[config.mk]
export PLATFORM = sky130hd
export DESIGN_NAME = xor_parity_accum
export DESIGN_NICKNAME = d
export VERILOG_FILES = /design/src/rtl/xor_parity_accum.sv
export SDC_FILE = /design/constraint.sdc
export NUM_CORES = 1
export LEC_CHECK = 0
export ABC_AREA = 0
export BUFFER_PORTS_ARGS = -buffer_cell sky130_fd_sc_hd__buf_2
export CAP_MARGIN = 30
export CORE_UTILIZATION = 50
export CTS_BUF_LIST = sky130_fd_sc_hd__clkbuf_8
export CTS_CLUSTER_DIAMETER = 60
export DETAILED_ROUTE_END_ITERATION = 8
export GPL_TIMING_DRIVEN = 0
export PLACE_DENSITY = 0.8
export SYNTH_ARGS = -nofsm -noshare
export SYNTH_HDL_FRONTEND = slang
export SYNTH_SLANG_ARGS = --single-unit
[constraint.sdc]
create_clock -name clk -period 1.6 [get_ports clk]
set_input_delay 0.16 -clock clk [delete_from_list [all_inputs] [get_ports clk]]
set_output_delay 0.16 -clock clk [all_outputs]
set_load 0.02 [all_outputs]
[src/rtl/xor_parity_accum.sv]
// xor_parity_accum: streaming XOR/parity unit.
// Each accepted word produces a registered prefix-XOR vector and a one-cycle
// w_valid pulse. Across a frame, the unit accumulates total parity and word
// count, then presents the frame result on a valid/ready output.
module xor_parity_accum #(
  parameter int unsigned WIDTH   = 4,
  parameter int unsigned MAX_LEN = 16,
  parameter int unsigned MODE    = 0
) (
  input  logic                             clk,
  input  logic                             rst_n,
  input  logic                             in_valid,
  output logic                             in_ready,
  input  logic [WIDTH-1:0]                 in_data,
  input  logic                             in_last,
  input  logic                             chk_en,
  output logic                             w_valid,
  output logic [WIDTH-1:0]                 w_prefix,
  output logic                             out_valid,
  input  logic                             out_ready,
  output logic                             out_parity,
  output logic [$clog2(MAX_LEN+1)-1:0]     out_cnt,
  output logic                             out_ovf,
  output logic                             out_perr
);

  localparam int unsigned CW = $clog2(MAX_LEN + 1);
  localparam logic MODE_BIT  = (MODE != 0);

  typedef enum logic {
    ACC  = 1'b0,
    HOLD = 1'b1
  } state_t;

  state_t          state;
  state_t          state_nxt;

  logic            acc;
  logic            chk;
  logic            ovf;
  logic [CW-1:0]   cnt;
  logic [CW-1:0]   cnt_inc;
  logic            accept;
  logic            fire;
  logic            closing;
  logic            word_par;
  logic            frame_par;
  logic [WIDTH-1:0] prefix;

  // Handshake qualifiers are derived from state directly so that in_ready and
  // accept do not form a combinational loop through the FSM process.
  always_comb begin
    accept    = in_valid && (state == ACC);
    fire      = out_ready && (state == HOLD);
    cnt_inc   = cnt + CW'(1);
    closing   = in_last || (cnt_inc == CW'(MAX_LEN));
    word_par  = ^in_data;
    frame_par = acc ^ MODE_BIT;
  end

  // Running prefix-XOR of the incoming word, bit i covers in_data[i:0].
  always_comb begin
    logic run;
    run    = 1'b0;
    prefix = '0;
    for (int unsigned i = 0; i < WIDTH; i++) begin
      run       = run ^ in_data[i];
      prefix[i] = run;
    end
  end

  // FSM state register.
  always_ff @(posedge clk) begin
    if (!rst_n) begin
      state <= ACC;
    end else begin
      state <= state_nxt;
    end
  end

  // FSM next-state and handshake outputs.
  always_comb begin
    state_nxt = state;
    in_ready  = 1'b0;
    out_valid = 1'b0;
    case (state)
      ACC: begin
        in_ready = 1'b1;
        if (accept && closing) begin
          state_nxt = HOLD;
        end
      end
      HOLD: begin
        out_valid = 1'b1;
        if (fire) begin
          state_nxt = ACC;
        end
      end
      default: begin
        state_nxt = ACC;
      end
    endcase
  end

  // Frame accumulators: parity, word count, check flag and overflow flag.
  always_ff @(posedge clk) begin
    if (!rst_n) begin
      acc <= 1'b0;
      cnt <= '0;
      chk <= 1'b0;
      ovf <= 1'b0;
    end else if (fire) begin
      acc <= 1'b0;
      cnt <= '0;
      chk <= 1'b0;
      ovf <= 1'b0;
    end else if (accept) begin
      acc <= acc ^ word_par;
      cnt <= cnt_inc;
      if (cnt == '0) begin
        chk <= chk_en;
      end
      if (closing) begin
        ovf <= !in_last;
      end
    end
  end

  // Per-word prefix path: registered on every accept, no backpressure.
  always_ff @(posedge clk) begin
    if (!rst_n) begin
      w_valid  <= 1'b0;
      w_prefix <= '0;
    end else begin
      w_valid <= accept;
      if (accept) begin
        w_prefix <= prefix;
      end
    end
  end

  // Frame result outputs are forced to zero outside HOLD.
  always_comb begin
    out_parity = (state == HOLD) && frame_par;
    out_cnt    = (state == HOLD) ? cnt : '0;
    out_ovf    = (state == HOLD) && ovf;
    out_perr   = (state == HOLD) && chk && frame_par;
  end

endmodule
==> flow_metrics.tcl, run 1 <==
set metrics [dict create \
    status "completed" \
    grt_start_max_net_pins 11 \
    dieWidth_um 39.8 \
    num_vias 652 \
    muxShareOfSynthArea_pct 1.40 \
    register_area_um2 280 \
    path_class "flip-flop to flip-flop" \
    critPathRequiredTime_ns 1.79 \
    synth_nets 96 \
    skew_ns 0.00252 \
    synthXorXnorAreaFrac_pct 11.6 \
    hp-class "input port to flip-flop" \
    viasPerCell 5.17 \
    grt_pass1_vias 561 \
    p_leak_nw 0.451 \
    dr.pass1.iters 4 \
    layout_common_cells "buf_2 (25), nand2_1 (15), dfxtp_1 (14)" \
    fillers 103 \
    drt_iter0_drc 16 \
    max_freq_mhz 669 \
    dieHeight_um 39.8 \
    synth_top_area_share_pct 39.2 \
    yosys.area_share.simple_pct 25.6 \
    powerDensity_nw_per_um2 949 \
    synth_top_area_cell "dfxtp_1" \
    hold_viol 0 \
    cp_top_family "flip-flops" \
    fin_nets 125 \
    slew_violations 0 \
    synth_top_family_by_area "simple AND/OR/NAND/NOR gates" \
    antenna_found_initial 0 \
    clk_latency_ns 0.24 \
    layout-area-overhead-vs-synth_pct 27.5 \
    reg2reg_slack_ns 0.11 \
    max-cap-violations 0 \
    worst-path-stages 5 \
    worstPathCellList "ha_2, nand3_1, xor2_1, a211oi_2, o2111a_1" \
    fin_crit_ns 1.49 \
    start_kind "flip-flop" \
    io_buffers 24 \
    clkTransAtPathRegs_ns 0.06 \
    cp.arrival_ns 1.69 \
    syn_avg_cell_area_um2 8.61 \
    holdBufCountCts 0 \
    final.period_utilization_pct 93.4 \
    die_area_um2 1580 \
    irDropWorstVdd_uv 574 \
    max_stage_delay_ns 0.44 \
    final_common_cell "buf_2" \
    ant_nets 0 \
    synth_compound_area_share_pct 14.2 \
    pin_count 25 \
    tns_ns 0 \
    clk_path_buf_depth 2 \
    route.detailed.drc 0 \
    preCtsSetupSlack_ns 0.125 \
    setup_viol 0 \
    critPathCaptureType "flip-flop" \
    cts_num_sinks 14 \
    wl_per_cell_um 12.2 \
    worstPathMaxFanout 7 \
    holdWs_ns 0.160 \
    dp_hpwl_um 1140 \
    relSlewSlack_pct 75.9 \
    grt_first_pass_wirelength_um 2440 \
    setup_ws_ns 0.106 \
    ys_ff_latch 14 \
    drive_above_1_share_pct 29.7 \
    wirelength_um 1530 \
    numCtsBuffers 3 \
    synthAdderAreaFrac_pct 5.25 \
    syn_inst 83 \
    start_util_pct 54.2 \
    gp_congestion 0.779 \
    syn-cell-area_um2 714 \
    synth.area.top_cells "dfxtp_1 (39%), nand2_1 (7.9%), ha_1 (5.3%)" \
    multi_input_area_um2 417 \
    cts_tree "yes" \
    timing.rr.end "ovf" \
    reg2reg_depth 5 \
    grt_setup_unrepaired "false" \
    cts-root-buf "clkbuf_8" \
    row_count 13 \
    core_area_um2 1320 \
    path_buf_inv 0 \
    ys_types 29 \
    crit_path_start "cnt[1]" \
    synth_seq_area_share_pct 39.2 \
    synth_warnings 0 \
    gr-total-overflow 0 \
    cts_max_level 1 \
    critPathCapture "ovf" \
    crit_slowest_cell "dfxtp_1" \
    diodes 0 \
    track_usage_pct 23.7 \
    rr_startpoint "cnt[1]" \
    worstMarginPinSlew_ns 0.361 \
]
==> cell usage after synthesis <==
cell and instances:
a211oi_2 1, a21boi_0 2, a21o_1 1, a21oi_1 4
and2_1 4, and2_2 1, and3_1 2, buf_2 1
dfxtp_1 14, ha_1 3, inv_1 4, mux2i_1 1
nand2_1 15, nand2b_1 1, nand3_1 2, nand4_1 1
nor2_1 10, nor2b_1 1, nor4b_1 1, o2111a_1 1
o211a_1 1, o211ai_1 1, o21a_1 1, o21ai_0 2
or3_1 1, xnor2_1 2, xnor2_2 1, xnor3_1 1
xor2_1 3
==> cells by family (layout without fill, tap and decap cells) <==
kind of cell,Yosys count,in the layout
flip-flops,14,14
adder cells (fa/ha/maj),3,3
XOR/XNOR,7,7
buffers and inverters,5,33
multiplexers,1,1
AO/OA/AOI/OAI,14,14
AND/OR/NAND/NOR,39,39
==> worst min-delay path by stage <==
stage / endpoint / slack (ns) / start / cells after the start
6_report: chk / 0.16 / chk_en / 3
5_1_grt: chk / 0.20 / chk_en / 3
4_1_cts: chk / 0.16 / chk_en / 3
3_5_place_dp: chk / 0.44 / chk_en / 3
3_3_place_gp: chk / 0.40 / chk_en / 3
2_1_floorplan: state / 0.28 / rst_n / 1
==> repair_timing <==
item / in CTS / in global routing
setup buffers: 0 / 0
endpoints found under the setup margin: 0 / 1
gates resized for setup: 0 / 1
hold endpoints to repair: 0 / 0
==> per-layer routing <==
metal,GRT usage [%],share of wire [%]
met3,8.52,5.7
met2,38.5,48
met1,29.6,46
met4,5.17,0
met5,0,0
==> through the flow <==
stage	area, µm²	power, mW	util (%)	std cells
after CTS	908	0.876	68.9	126
after detailed placement	853	0.527	64.8	122
after floorplan	714	0.480	-	83
final	911	0.864	69.1	126
after global routing	911	0.909	69.1	126
after global placement	853	0.522	64.8	122
==> flip-flops by register name, indices dropped and copies added, names as in the netlist <==
name	cells
state	1
w_valid	1
chk	1
cnt	5
acc	1
ovf	1
w_prefix	4
==> tightest hold or removal path, cell delays in order <==
cell	delay (ns)
buf_2	0.08
mux2i_1	0.05
nor2_1	0.07
==> layout make-up <==
type / instances / area share, %
Inverter: 4 / 1.65
Multi-Input combinational cell: 64 / 45.7
Tap cell: 15 / 2.06
Sequential cell: 14 / 30.8
Clock buffer: 4 / 6.04
Timing Repair Buffer: 24 / 13.2
Buffer: 1 / 0.549
==> power breakdown <==
group	switching, mW	total, mW	leakage, nW	internal, mW
logic	0.0786	0.135	0.308	0.0566
clock network	0.125	0.343	0.0288	0.218
registers	0.0163	0.386	0.115	0.369
Power figures use the tool's default switching activity.
==> inputs of run 2 (changes only) <==
--- a/config.mk
+++ b/config.mk
@@ -8,12 +8,12 @@
 export ABC_AREA = 0
 export BUFFER_PORTS_ARGS = -buffer_cell sky130_fd_sc_hd__buf_2
 export CAP_MARGIN = 30
-export CORE_UTILIZATION = 50
+export CORE_UTILIZATION = 42
 export CTS_BUF_LIST = sky130_fd_sc_hd__clkbuf_8
 export CTS_CLUSTER_DIAMETER = 60
 export DETAILED_ROUTE_END_ITERATION = 8
 export GPL_TIMING_DRIVEN = 0
-export PLACE_DENSITY = 0.8
+export PLACE_DENSITY = 0.72
 export SYNTH_ARGS = -nofsm -noshare
 export SYNTH_HDL_FRONTEND = slang
 export SYNTH_SLANG_ARGS = --single-unit
==> constraint.sdc (replaced) <==
create_clock -name clk -period 1.35 [get_ports clk]
set_input_delay 0.135 -clock clk [delete_from_list [all_inputs] [get_ports clk]]
set_output_delay 0.135 -clock clk [all_outputs]
set_load 0.02 [all_outputs]
==> run 2 against run 1 <==
Compared with the run above:
- the flow now finishes with violations (negative setup slack)
- setup slack worse by 0.12 ns
- worst hold slack worse by 0.034 ns
- sequential power is 19% higher
- maximum frequency is 9.5% higher
- critical path depth stayed put
- critical endpoint unchanged
==> flow_metrics.tcl, run 2 (same netlist as run 1, synthesis figures left out) <==
set metrics [dict create \
    grt_first_pass_wirelength_um 2560 \
    violations "negative setup slack" \
    place_area_um2 857 \
    p_int_uw 705 \
    final_common_cell "buf_2" \
    die_area_um2 1870 \
    setup_ws_ns -0.0145 \
    worstMarginPinSlew_ns 0.269 \
    power_switching_share_pct 27.1 \
    preCtsSetupSlack_ns -0.117 \
    max-cap-violations 0 \
    worstPathCellList "ha_4, nand3_1, xor2_1, a211oi_2, o2111a_1" \
    wirelength_um 1600 \
    setup_viol 1 \
    register_area_um2 289 \
    clk_path_buf_depth 2 \
    hold_viol 0 \
    route.detailed.drc 0 \
    clk_latency_ns 0.25 \
    fin_crit_ns 1.36 \
    viasPerCell 5.21 \
    largest_register "cnt" \
    cp_top_family "compound AO/OA/AOI/OAI gates" \
    crit_slowest_cell "dfxtp_4" \
    seqPwrFrac_pct 47.5 \
    antenna_found_initial 0 \
    pwr-share-clk_pct 35.9 \
    diodes 0 \
    fillers 150 \
    post-cts-setup-buffer-count 0 \
    status "finished, violations left" \
    dp_hpwl_um 1150 \
    drt_iter0_drc 4 \
    holdBufCountCts 0 \
    p_leak_nw 0.449 \
    grt_start_max_net_pins 11 \
    wl_per_cell_um 12.7 \
    cts_tree "yes" \
    worstPathMaxFanout 7 \
    final.period_utilization_pct 101 \
    dieWidth_um 43.2 \
    dr.pass1.iters 4 \
    track_usage_pct 19.5 \
    gr-total-overflow 0 \
    cts-root-buf "clkbuf_8" \
    num_vias 656 \
    start_kind "flip-flop" \
    hold_depth 3 \
    holdWs_ns 0.126 \
    drive_above_1_share_pct 34.5 \
    cp.arrival_ns 1.56 \
    max_freq_mhz 733 \
    clkTransAtPathRegs_ns 0.06 \
    relSlewSlack_pct 82.0 \
    largest_reg_flops 5 \
    hp-class "input port to flip-flop" \
    reg_top3 "cnt: 5 flops, w_prefix: 4 flops" \
    worst-path-stages 5 \
    powerDensity_nw_per_um2 1040 \
    fin_nets 125 \
    path_class "flip-flop to flip-flop" \
    worstHoldStart "chk_en" \
    ant_nets 0 \
    row_count 14 \
    cts_num_sinks 14 \
    irDropWorstVdd_uv 708 \
    gp_congestion 0.765 \
    path_buf_inv 0 \
    crit_path_start "cnt[0]" \
    power.total_uw 968 \
    io_buffers 24 \
    critPathCaptureType "flip-flop" \
    p_sw_uw 262 \
    start_util_pct 46.3 \
    layout_common_cells "buf_2 (25), nand2_1 (15), dfxtp_1 (11)" \
    max_stage_delay_ns 0.39 \
    dieHeight_um 43.2 \
    stdcell_area_um2 931 \
    critPathRequiredTime_ns 1.54 \
    pin_count 25 \
    cts_max_level 1 \
    grt_pass1_vias 600 \
    multi_input_area_um2 440 \
    core_area_um2 1540 \
    slew_violations 0 \
    numCtsBuffers 3 \
    grt_setup_unrepaired "true" \
    combPwrFrac_pct 16.7 \
    rr_startpoint "cnt[0]" \
    reg2reg_depth 5 \
    post-route-util_pct 60.4 \
    skew_ns 0.000366 \
    layout-area-overhead-vs-synth_pct 30.3 \
]
==> run 2: worst paths after layout <==
kind,end,slack (ns)
hold reg to reg,w_prefix[2],0.47
setup reg to reg,ovf,-0.01
hold / removal,chk,0.13
setup / recovery,ovf,-0.01
==> run 2: repair_timing <==
action	in CTS	in global routing
pin swaps	1	1
gates resized for setup	6	3
endpoints found under the setup margin	5	3
==> run 2: power by group through the flow <==
stage / logic [mW] / registers, mW / clock network (mW)
floorplan: 0.0902 / 0.479 / 0
global placement: 0.155 / 0.464 / 0
detailed placement: 0.159 / 0.466 / 0
CTS: 0.161 / 0.460 / 0.359
global route: 0.179 / 0.463 / 0.374
finish: 0.161 / 0.459 / 0.347
==> run 2: final cells by class <==
type	count	share of cell area (%)
timing repair buffer	24	12.9
inverter	4	1.61
sequential	14	31.0
tap	16	2.15
buffer	1	0.538
clock buffer	3	4.44
multi-input combinational	64	47.3
==> run 2: through the flow <==
stage | setup TNS [ns] | cells
after floorplan | 0 | 83
after global placement | -0.119 | 123
after detailed placement | -0.208 | 123
after CTS | -0.00900 | 126
after global routing | -0.0892 | 126
final | -0.0145 | 126
==> run 2: worst min-delay path: cells and delay by family <==
kind                   cells  cell delay, ns
muxes                      1            0.05
and+or+nand+nor            1            0.08
buffers and inverters      1            0.07
==> run 2: metal layers <==
layer	track usage [%]	vias up	part of all wire (%)
li1	-	330	-
met1	21.1	307	41
met2	31.9	14	52
met3	5.96	5	4.6
met4	13.3	0	2.6
met5	0	-	0
